===== src/rtl/shadow_ram_port_mux_pkg.sv =====
// Shared definitions for the shadow RAM port mux.
// Holds the data width, the one-hot FSM encoding and the byte-enable mask helper.
package shadow_ram_port_mux_pkg;

  localparam int unsigned data_w = 32;

  // One-hot states: copier owns the RAM, one idle handover cycle, host owns the RAM.
  typedef enum logic [2:0] {
    COPY   = 3'h1,
    SWITCH = 3'h2,
    READY  = 3'h4
  } state_e;

  // Expand four byte enables into a 32-bit lane mask.
  function automatic logic [data_w-1:0] be_mask(input logic [3:0] be);
    return {{8{be[3]}}, {8{be[2]}}, {8{be[1]}}, {8{be[0]}}};
  endfunction

endpackage


===== src/rtl/shadow_ram_port_mux_rd_pipe.sv =====
// Read-valid delay line for host reads.
// Ports: clk, rst_n (internal synchronized reset), rd_accept (read accepted this
// cycle), ram_q (RAM read data), rd_valid / rd_data (registered host read result).
// A read accepted at edge N is captured from ram_q at edge N+ram_read_latency.
module shadow_rd_pipe
  import shadow_ram_port_mux_pkg::*;
#(
  parameter int unsigned ram_read_latency = 2
) (
  input  logic              clk,
  input  logic              rst_n,
  input  logic              rd_accept,
  input  logic [data_w-1:0] ram_q,
  output logic              rd_valid,
  output logic [data_w-1:0] rd_data
);

  localparam int unsigned lat_w = ram_read_latency;
  localparam int unsigned last  = ram_read_latency - 1;

  logic [lat_w-1:0] vld_q;

  // Shift acceptance markers until the RAM data they belong to is on ram_q.
  always_ff @(posedge clk or negedge rst_n) begin
    if (!rst_n) begin
      vld_q    <= '0;
      rd_valid <= 1'b0;
      rd_data  <= '0;
    end else begin
      vld_q    <= (vld_q << 1) | lat_w'(rd_accept);
      rd_valid <= vld_q[last];
      if (vld_q[last]) begin
        rd_data <= ram_q;
      end
    end
  end

endmodule


===== src/rtl/shadow_ram_port_mux.sv =====
// Shadow RAM port mux: the copier fills the RAM first, then ownership passes to
// the host for pipelined reads and (optionally) writes.
// Ports: clk, reset_n (async active-low); copy_* copier write port;
// host_* host request/response port; ram_* RAM port; ready_o host owns RAM;
// checksum_o sum of masked copier words; protect_err_o sticky blocked-write flag.
module shadow_ram_port_mux
  import shadow_ram_port_mux_pkg::*;
#(
  parameter  int unsigned num_words         = 512,
  parameter  int unsigned ram_read_latency  = 2,
  parameter  int unsigned host_write_enable = 0,
  localparam int unsigned num_addr_bits     = $clog2(num_words)
) (
  input  logic                     clk,
  input  logic                     reset_n,
  input  logic [data_w-1:0]        copy_data_i,
  input  logic [num_addr_bits-1:0] copy_addr_i,
  input  logic [3:0]               copy_be_i,
  input  logic                     copy_we_i,
  input  logic                     copy_complete_i,
  input  logic [num_addr_bits-1:0] host_addr_i,
  input  logic                     host_read_i,
  input  logic                     host_write_i,
  input  logic [data_w-1:0]        host_wdata_i,
  input  logic [3:0]               host_be_i,
  output logic                     host_wait_req_o,
  output logic [data_w-1:0]        host_rdata_o,
  output logic                     host_valid_o,
  output logic [num_addr_bits-1:0] ram_addr_o,
  output logic [data_w-1:0]        ram_data_o,
  output logic [3:0]               ram_be_o,
  output logic                     ram_we_o,
  input  logic [data_w-1:0]        ram_q_i,
  output logic                     ready_o,
  output logic [data_w-1:0]        checksum_o,
  output logic                     protect_err_o
);

  localparam bit hwe_en = (host_write_enable != 0);

  logic [1:0]  rst_sync_q;
  logic        rst_n;
  state_e      state_q;
  state_e      state_d;
  logic        rd_accept;
  logic        wr_blocked;
  logic [data_w-1:0] checksum_q;
  logic        protect_err_q;

  // Reset asserts immediately, releases two clk edges after reset_n rises.
  always_ff @(posedge clk or negedge reset_n) begin
    if (!reset_n) begin
      rst_sync_q <= '0;
    end else begin
      rst_sync_q <= {rst_sync_q[0], 1'b1};
    end
  end

  assign rst_n = rst_sync_q[1];

  // State register.
  always_ff @(posedge clk or negedge rst_n) begin
    if (!rst_n) begin
      state_q <= COPY;
    end else begin
      state_q <= state_d;
    end
  end

  // Next state and RAM port steering.
  always_comb begin
    state_d    = state_q;
    ram_addr_o = host_addr_i;
    ram_data_o = host_wdata_i;
    ram_be_o   = host_be_i;
    ram_we_o   = 1'b0;
    rd_accept  = 1'b0;
    wr_blocked = 1'b0;
    case (state_q)
      COPY: begin
        ram_addr_o = copy_addr_i;
        ram_data_o = copy_data_i;
        ram_be_o   = copy_be_i;
        ram_we_o   = copy_we_i;
        if (copy_complete_i) begin
          state_d = SWITCH;
        end
      end
      SWITCH: begin
        state_d = READY;
      end
      READY: begin
        // A simultaneous read and write is a write only.
        rd_accept  = host_read_i & ~host_write_i;
        ram_we_o   = host_write_i & hwe_en;
        wr_blocked = host_write_i & ~hwe_en;
      end
      default: begin
        state_d = COPY;
      end
    endcase
  end

  // Copy checksum (frozen outside COPY) and sticky write-protect flag.
  always_ff @(posedge clk or negedge rst_n) begin
    if (!rst_n) begin
      checksum_q    <= '0;
      protect_err_q <= 1'b0;
    end else begin
      if (state_q == COPY && copy_we_i) begin
        checksum_q <= checksum_q + (copy_data_i & be_mask(copy_be_i));
      end
      if (wr_blocked) begin
        protect_err_q <= 1'b1;
      end
    end
  end

  shadow_rd_pipe #(
    .ram_read_latency(ram_read_latency)
  ) u_rd_pipe (
    .clk      (clk),
    .rst_n    (rst_n),
    .rd_accept(rd_accept),
    .ram_q    (ram_q_i),
    .rd_valid (host_valid_o),
    .rd_data  (host_rdata_o)
  );

  assign host_wait_req_o = (state_q != READY);
  assign ready_o         = (state_q == READY);
  assign checksum_o      = checksum_q;
  assign protect_err_o   = protect_err_q;

endmodule


===== config.mk =====
export PLATFORM = sky130hd
export DESIGN_NAME = shadow_ram_port_mux
export DESIGN_NICKNAME = d
export VERILOG_FILES = /design/src/rtl/shadow_ram_port_mux_pkg.sv /design/src/rtl/shadow_ram_port_mux_rd_pipe.sv /design/src/rtl/shadow_ram_port_mux.sv
export SDC_FILE = /design/constraint.sdc
export NUM_CORES = 1
export LEC_CHECK = 0
export BUFFER_PORTS_ARGS = -buffer_cell sky130_fd_sc_hd__buf_2
export CORE_UTILIZATION = 30
export CTS_CLUSTER_SIZE = 10
export DETAILED_ROUTE_END_ITERATION = 10
export HOLD_SLACK_MARGIN = 0.03
export SLEW_MARGIN = 20
export SYNTH_ARGS = -nofsm -noshare
export SYNTH_HDL_FRONTEND = slang
export SYNTH_SLANG_ARGS = --single-unit

===== constraint.sdc =====
create_clock -name clk -period 2.4 [get_ports clk]
set_clock_uncertainty 0.15 [all_clocks]
set_input_delay 0.36 -clock clk [delete_from_list [all_inputs] [get_ports clk]]
set_output_delay 0.36 -clock clk [all_outputs]
set_load 0.005 [all_outputs]

; ---- Yosys cells after proc, flatten, opt, wreduce, memory -nomap -nowiden
; Index checks and enable logic that the tools add are counted.
; W data, S select, Z words.
[word_totals]
reg_bits = 73
[op_classes]
eq_ne = 5
reduce_logical = 2
add_sub_neg = 1
muxes = 8
bitwise_logic = 5
[ops]
columns = operator, count
row1 = $add A32 B32 Y32, 1
row2 = $and A32 B32 Y32, 1
row3 = $mux W32, 1
row4 = $mux W9, 1
row5 = $pmux W3 S3, 1
row6 = $mux W4, 1
row7 = $eq A3 B1 Y1 const B, 1
row8 = $eq A3 B2 Y1 const B, 1
row9 = $eq A3 B3 Y1 const B, 1
row10 = $mux W1, 3
row11 = $mux W3, 1
row12 = $ne A3 B3 Y1 const B, 1
row13 = $ne A2 B2 Y1 const B, 1
row14 = $not A1 Y1, 2
row15 = $or A2 B1 Y2, 1
row16 = $reduce_and A2 Y1, 1
row17 = $and A1 B1 Y1, 1
row18 = $logic_and A1 B1 Y1, 1

; ---- Longest topological paths before layout
; Gate-level depths: netlist (run 1).
[depth]
word_depth = 4
ltp_mapped = 10

; ---- Modules after synthesis
; Synthesis (run 1) repeated with hierarchy kept, for this count alone.
[unflattened]
cells_unflattened = 533
hier_area_um2 = 5233.8
[by_module_without_submodules]
columns = module, area_each_um2, instances, cells_per_inst
row1 = shadow_ram_port_mux, 3813.7, 1, 462
row2 = shadow_rd_pipe, 1420.1, 1, 71

; ---- Worst setup path after synthesis (run 1)
; Ideal clock, no wire load.
[synth_path]
path_type = input -> register
from = in copy_data_i[0]
to = reg checksum_q[26] (netlist: checksum_o[26])
n_path_buf = 0
stages = 10
arrival_time_ns = 2.579
setup_slack_ns = -0.464
setup_time_ns = 0.135
path_cell_list = and2_1 -> ha_1 -> fa_1 -> a21o_1 -> a221oi_2 -> o211ai_2 -> a41o_4 -> a31oi_4 -> nor4b_2 -> o41ai_2
[synth_between]
elab_chain_len = 2
[synth_rtl]
columns = item, line
row1 = start: declaration, shadow_ram_port_mux.sv:16  ; input logic [data_w-1:0] copy_data_i,
row2 = $and A32 B32 Y32, shadow_ram_port_mux.sv:111  ; checksum_q <= checksum_q + (copy_data_i & be_mask(copy_be_i));
row3 = $add A32 B32 Y32, shadow_ram_port_mux.sv:111
row4 = end signal: assignment, shadow_ram_port_mux.sv:111
row5 = end: declaration, shadow_ram_port_mux.sv:47  ; logic [data_w-1:0] checksum_q;
; Every way passes these cells.
; A chain may end at the register's enable or synchronous reset.

; ---- Worst setup path in the final report (run 1)
[layout_path]
from = reg checksum_q[1] (netlist: checksum_o[1])
to = reg checksum_q[31] (netlist: checksum_o[31])
[layout_between]
elab_chain_len = 1
[layout_rtl]
columns = item, line
row1 = $add A32 B32 Y32, shadow_ram_port_mux.sv:111
; Every way passes these cells.

==> results of run 1 <==
-- routing by layer --
metal  wire (um)  vias to the layer above
met5           0                        -
li1            -                     2706
met1        7854                     2609
met2        9277                      221
met3        1111                       28
met4         472                        0
-- sequential cells by signal, indices dropped and copies added, names as in the netlist --
name / count
checksum_o: 32
protect_err_o: 1
state_q: 3
rst_sync_q: 2
u_rd_pipe.vld_q: 2
u_rd_pipe.rd_data: 32
u_rd_pipe.rd_valid: 1
-- placed cells by master (no fill, tap or decap), types with 5 or more instances in the layout --
cell type	count
ha_1	23
nand2_1	57
nor2_1	20
nor3_1	8
nand3_1	10
xnor2_1	9
o21ai_1	11
dfrtp_1	71
buf_2	197
a21oi_1	26
ha_4	5
mux2_2	32
buf_6	47
inv_1	6
o21ai_0	24
xor2_1	11
buf_4	128
buf_16	5
o211ai_1	5
clkbuf_16	11
mux2_4	45
a21o_1	19
and2_1	34
a21oi_2	6
nand4_1	5
buf_12	7
-- power groups by stage --
stage               Clock [mW]  Combinational, mW  Sequential [mW]
global placement             0               5.25             2.05
CTS                       1.43               6.88             2.06
floorplan                    0               2.73             2.12
detailed placement           0               5.32             2.07
finish                    1.39               7.55             2.07
global route              1.47               8.07             2.14
-- layout make-up --
type	instances	area [sq um]
timing repair buffer	389	2844
sequential	73	1832
clock buffer	9	225.2
inverter	7	30.03
clock inverter	7	77.57
fill	1499	7714
tap	220	275.3
multi-input combinational	430	3704
-- worst max-delay path, delay by kind of cell (launching register included) --
family          cells  cell delay (ps)
compound gates      4              810
fa+ha+maj           1              360
buf+inv             1              150
flops               1              430
simple gates        3              570
-- cells by family after synthesis --
logic type	Yosys count	synth area share [%]
other	1	0.07243
AO/OA/AOI/OAI	134	17.50
adder cells (fa/ha/maj)	32	7.878
multiplexers	77	16.75
flip-flops	73	35.31
XOR/XNOR	23	3.891
AND/OR/NAND/NOR	163	15.85
buffers and inverters	36	2.755
-- stage by stage --
stage               setup slack [ps]  hold slack [ps]  total power, mW  util (%)
global route                  -346.3            55.55            11.68     53.81
floorplan                     -224.2           -85.59            4.856         -
finish                        -198.7            51.87            11.00     53.81
global placement              -488.8           -3.097            7.295     44.93
CTS                           -251.3            43.83            10.36     51.54
detailed placement            -570.2            2.311            7.388     44.93
-- what timing repair did --
| action | in CTS | in global routing |
|---|---|---|
| setup endpoints to repair | 64 | 69 |
| endpoints found under the hold margin | 2 | 0 |
| cloned | 5 | 3 |
| setup buffers | 16 | 7 |
| pin swaps | 17 | 12 |
| gates resized for setup | 107 | 52 |
| hold buffers | 1 | 0 |
-- how the worst max path moves through the flow --
stage,start,endpoint,slack (ps)
2_1_floorplan,copy_data_i[0],checksum_o[28],-220
4_1_cts,checksum_o[0],checksum_o[28],-250
3_3_place_gp,copy_data_i[0],checksum_o[28],-490
3_5_place_dp,copy_data_i[0],checksum_o[28],-570
5_1_grt,checksum_o[1],checksum_o[31],-350
6_report,checksum_o[1],checksum_o[31],-200
==> impl_results.md, run 1 <==
- Status: complete, but fails checks
- Failing checks: negative setup slack
- Reg-to-reg endpoint: checksum_o[31]
- Die width: 133.4 um
- Drt wl/cell: ~16 um
- CP Cell Sequence: ha_1, a211oi_2, o211ai_1, a311oi_2, nor4b_1, buf_4, or3b_1, o211ai_1, nand3_1
- Diodes inserted: 0
- RSZ-0062 raised after global routing: true
- Fmax: approximately 380 MHz
- Global-route wire length before repair: between 20 and 30 mm
- Clock power share: 12.6%
- Tightest Hold Check Type: in2reg
- Lkg Pwr: between 4 and 5 nW
- Fraction of layout cells with a size suffix above 1: around three fifths
- CP arrival: roughly 2700 ps
- Sequential power share: a little under a fifth
- Cell total after placement: around 1100
- Initial Util: 31.00%
- Main synth FF type: dfrtp_1
- # Max-Cap Violations: 0
- Routed WL: roughly 19 mm
- CP most frequent cell: o211ai_1
- Die ar.: around 18000 sq um
- Antenna-violating nets left: 0
- GR Util met1: a little under a quarter
- Post-Syn Area: around 5200 sq um
- Final Slew Violations: 0
- Area delta synth->final: 73.59%
- Cells after Synth: between 500 and 600
- Average size of a mapped cell: about 9.6 sq um
- Site Rows: 47
- Final Hold Fails: 0
- CP max stage cell: dfrtp_1
- Minimum clock period: 2599 ps
- Number of global-route vias before repair: 5414
- Nets: 1070
- Final Cycle Share: 108.3%
- Syn_nets: between 600 and 700
- Yosys top cell area share: between 30% and 40%
- Routed vias/inst: 4.902
- Worst ir drop on vdd: between 0.6 and 0.7 mV
- Final setup fails: 63
- Post-DP HPWL: ~13 mm
- Required @ worst endpoint: approximately 2500 ps
- Number of synthesized register bits: 73
- Seq/Total Area, Yosys: a little over a third
- Cell variety after synth: 60
- Layout Cells excl Fill: 1135
- Pin count of the biggest net entering global routing: approximately 70
- Worst Setup Slack, final: -198.7 ps
- Int Pwr: 6.878 mW
- CP endpoint kind: flip-flop
- Hold_sp: host_write_i
- Most common cell in the netlist: mux2_2
- Setup TNS: -5064 ps
- Net Sw Power: a little over 4 mW
- Met3 Usage GRT: about 3.3%
- Initial antenna violation count: 0
- Clock root cell: clkbuf_16
- Area after DPL: between 7000 and 8000 sq um
- Crit Path Category: reg2reg
- Total number of vias: roughly 5600
- WHS Endpoint: u_rd_pipe.vld_q[0]
- CP max stage delay: approximately 430 ps
- Final GP Congestion: 0.8774
- DR pass1 iterations: 4
- Worst Setup Start Kind: flip-flop
- DR DRC count: 0
- Core region area: 16700 sq um
- Cell taking the most area after synthesis: dfrtp_1
- Synth cell count leaders: mux2_2, dfrtp_1, nand2_1
- DR iter-0 viols: 190
- Port bufs: between 200 and 250
- Cells on worst reg2reg path: 9
- Comb power frac: between 60% and 70%
- Num ports: between 200 and 250
- Ys async rst share: 100.0%
- Flop2flop setup slack: -200 ps
- Worst r2r src: checksum_o[1]
- Worst Path Max Fanout: 4
- Clk_lat worst skew: between 300 and 400 ps
- H-tree Lvls: 3
- Switching share of total power: between 30% and 40%
- Final Instance Area: approximately 9000 sq um
- Worst-case clock buffer depth: 2
- Die H: around 130 um
- GRT Total Usage: roughly a fifth
- Min-Delay Path Depth: 2
- TritonCTS clock tree: done
- Clk pin slew, worst setup/hold paths: 70 ps
- Top cells by area, synth: dfrtp_1, mux2_2, ha_1
- Power density cells: between 1000 and 1500 nW/um^2
- Gr busiest metal: met2
- Post-synth EDFFs: 0
- TritonCTS buffer count: 9
- CTS sink count: between 70 and 80
- GR Overflow Total: 0
- GRT met2 Usage: 36.26%
- Yosys warnings: 0
Note: power is estimated with default switching activity, not from simulation.
==> run 2: changes to the inputs <==
- BUFFER_PORTS_ARGS: -buffer_cell sky130_fd_sc_hd__buf_2 -> -buffer_cell sky130_fd_sc_hd__buf_4
==> impl_results.md, run 2 (synthesis gave the netlist of run 1 again) <==
- Pin count of the biggest net entering global routing: 39 (-46%)
- Tightest Hold Check Type: in2reg
- Clk pin slew, worst setup/hold paths: 60 ps (about the same)
- Routed WL: 18.50 mm (-1.2%)
- CTS sink count: 73 (unchanged)
- Post-DP HPWL: 14.17 mm (+9.0%)
- CP arrival: 2730 ps (+60 ps)
- Power density cells: 1171 nW/um^2 (-4.4%)
- Total number of vias: 5508 (-1.0%)
- CP max stage delay: 410 ps (-20 ps)
- Setup TNS: -2124 ps (+2940 ps)
- Number of global-route vias before repair: 5744 (+6.1%)
- Drt wl/cell: 16.37 um (-0.72%)
- Initial antenna violation count: 0 (unchanged)
- Final setup fails: 16 (-75%)
- Worst-case clock buffer depth: 2 (unchanged)
- Bufs and invs on worst path: 0 (-1)
- Minimum clock period: 2630 ps (+31.21 ps)
- Final GP Congestion: 0.8726 (-0.55%)
- Port bufs: 241 (unchanged)
- GRT Total Usage: 20.30% (+0.38 points)
- Clk_lat worst skew: 340 ps (about the same)
- Worst Setup Start Kind: flip-flop
- Area after DPL: 8167 sq um (+8.8%)
- Antenna-violating nets left: 0 (unchanged)
- Final Hold Fails: 0 (unchanged)
- Core region area: 16700 sq um (unchanged)
- Diodes inserted: 0 (unchanged)
- GR Overflow Total: 0 (unchanged)
- CP endpoint kind: flip-flop
- CP max stage cell: dfrtp_1
- H-tree Lvls: 3 (unchanged)
- DR pass1 iterations: 4 (unchanged)
- Nets: 1065 (-0.47%)
- Worst Path Max Fanout: 5 (+1)
- Final Instance Area: 9303 sq um (+3.5%)
- Lkg Pwr: 4.778 nW (+2.1%)
- Slew HR: between 60% and 70%
- Power Total: 10.89 mW (-1.0%)
- DR DRC count: 0 (unchanged)
- Worst Setup Slack, final: -229.9 ps (-31.21 ps)
- Area delta synth->final: 79.68%
- CP Cell Sequence: ha_4, fa_2, a21o_1, a221oi_4, o211ai_2, a41o_4, and4_4, o21a_1, o31ai_2
- TritonCTS clock tree: done
- DR iter-0 viols: 145 (-24%)
- Final Cycle Share: 109.6% (+1.3 points)
- Global-route wire length before repair: 28.56 mm (+4.1%)
- Final Slew Violations: 0 (unchanged)
- Crit Path Category: reg2reg
- Most frequent cells in the layout: buf_4, dfrtp_1, nand2_1, buf_6, mux2_4
- Die H: 133.4 um (unchanged)
- # Max-Cap Violations: 0 (unchanged)
- Worst ir drop on vdd: 0.4686 mV (-27%)
- RSZ-0062 raised after global routing: true
- Site Rows: 47 (unchanged)
- Routed vias/inst: 4.874 (-0.57%)
- TritonCTS buffer count: 9 (unchanged)
- Die width: 133.4 um (unchanged)
- Die ar.: 17790 sq um (unchanged)
- Worst Tran Pin Value: 553.8 ps
- Initial Util: 31.00% (unchanged)
- Failing checks: negative setup slack
- Fmax: 380.2 MHz (-1.2%)
- Status: complete, but fails checks
- Crit path max-delay family: compound AO/OA/AOI/OAI gates
- Required @ worst endpoint: 2500 ps (+30 ps)
- Flop2flop setup slack: -230 ps (-30 ps)
- Clock root cell: clkbuf_16
- Most common cell after layout, fill and taps aside: buf_4
- Fraction of layout cells with a size suffix above 1: 57.25% (-1.3 points)
- Num ports: 242 (unchanged)
run 2: layer usage:
layer  global-route usage (%)  part of all wire, %
met2                    36.34                   49
met4                    6.692                  2.1
met3                    3.843                  6.7
met5                        0                    0
met1                    24.28                   42
run 2: cell type report:
type	count	area, sq um
sequential	73	1829
clock inverter	5	62.56
clock buffer	11	252.7
timing repair buffer	384	3208
multi-input combinational	430	3643
inverter	7	31.28
tap	220	275.3
fill	1490	7398
run 2: final timing paths:
path | endpoint | startpoint | depth (start not counted)
worst max-delay path | checksum_o[28] | checksum_o[0] | 9
worst min register to register | checksum_o[29] | rst_sync_q[1] | 0
min in group asynchronous | checksum_o[29] | rst_sync_q[1] | 0
worst min-delay path | u_rd_pipe.vld_q[0] | host_write_i | 2
max in group asynchronous | checksum_o[13] | rst_sync_q[1] | 1
worst max register to register | checksum_o[28] | checksum_o[0] | 9
run 2: timing repair:
| action | 4_1_cts | 5_1_grt |
|---|---|---|
| endpoints found under the setup margin | 67 | 68 |
| hold buffers | 1 | 0 |
| gates resized for setup | 76 | 80 |
| hold endpoints to repair | 2 | 0 |
| buffers inserted | 10 | 4 |
| pin swaps | 9 | 16 |
| cloned | 3 | 2 |
run 2: worst reg2reg max path: stages, from the launching register on:
cell and delay [ps]:
dfrtp_1 410, ha_4 180, fa_2 340, a21o_1 210, a221oi_4 280, o211ai_2 140
a41o_4 270, and4_4 160, o21a_1 170, o31ai_2 220
run 2: stage by stage:
step                instances  util [%]  hold slack, ps  setup WS (ps)
finish                   1130     55.70           50.99         -229.9
detailed placement       1098     48.90          -5.646         -578.3
global placement         1098     48.90          -7.013         -520.8
CTS                      1128     53.85           34.85         -234.2
global route             1130     55.70           50.65         -350.1
floorplan                 539         -          -85.59         -224.2
run 2: where the power goes:
part           internal, mW  total, mW  switching [mW]
clock                 0.867       1.42           0.556
sequential             1.74       2.08           0.346
combinational          4.32       7.38            3.06
total                  6.93       10.9            3.96
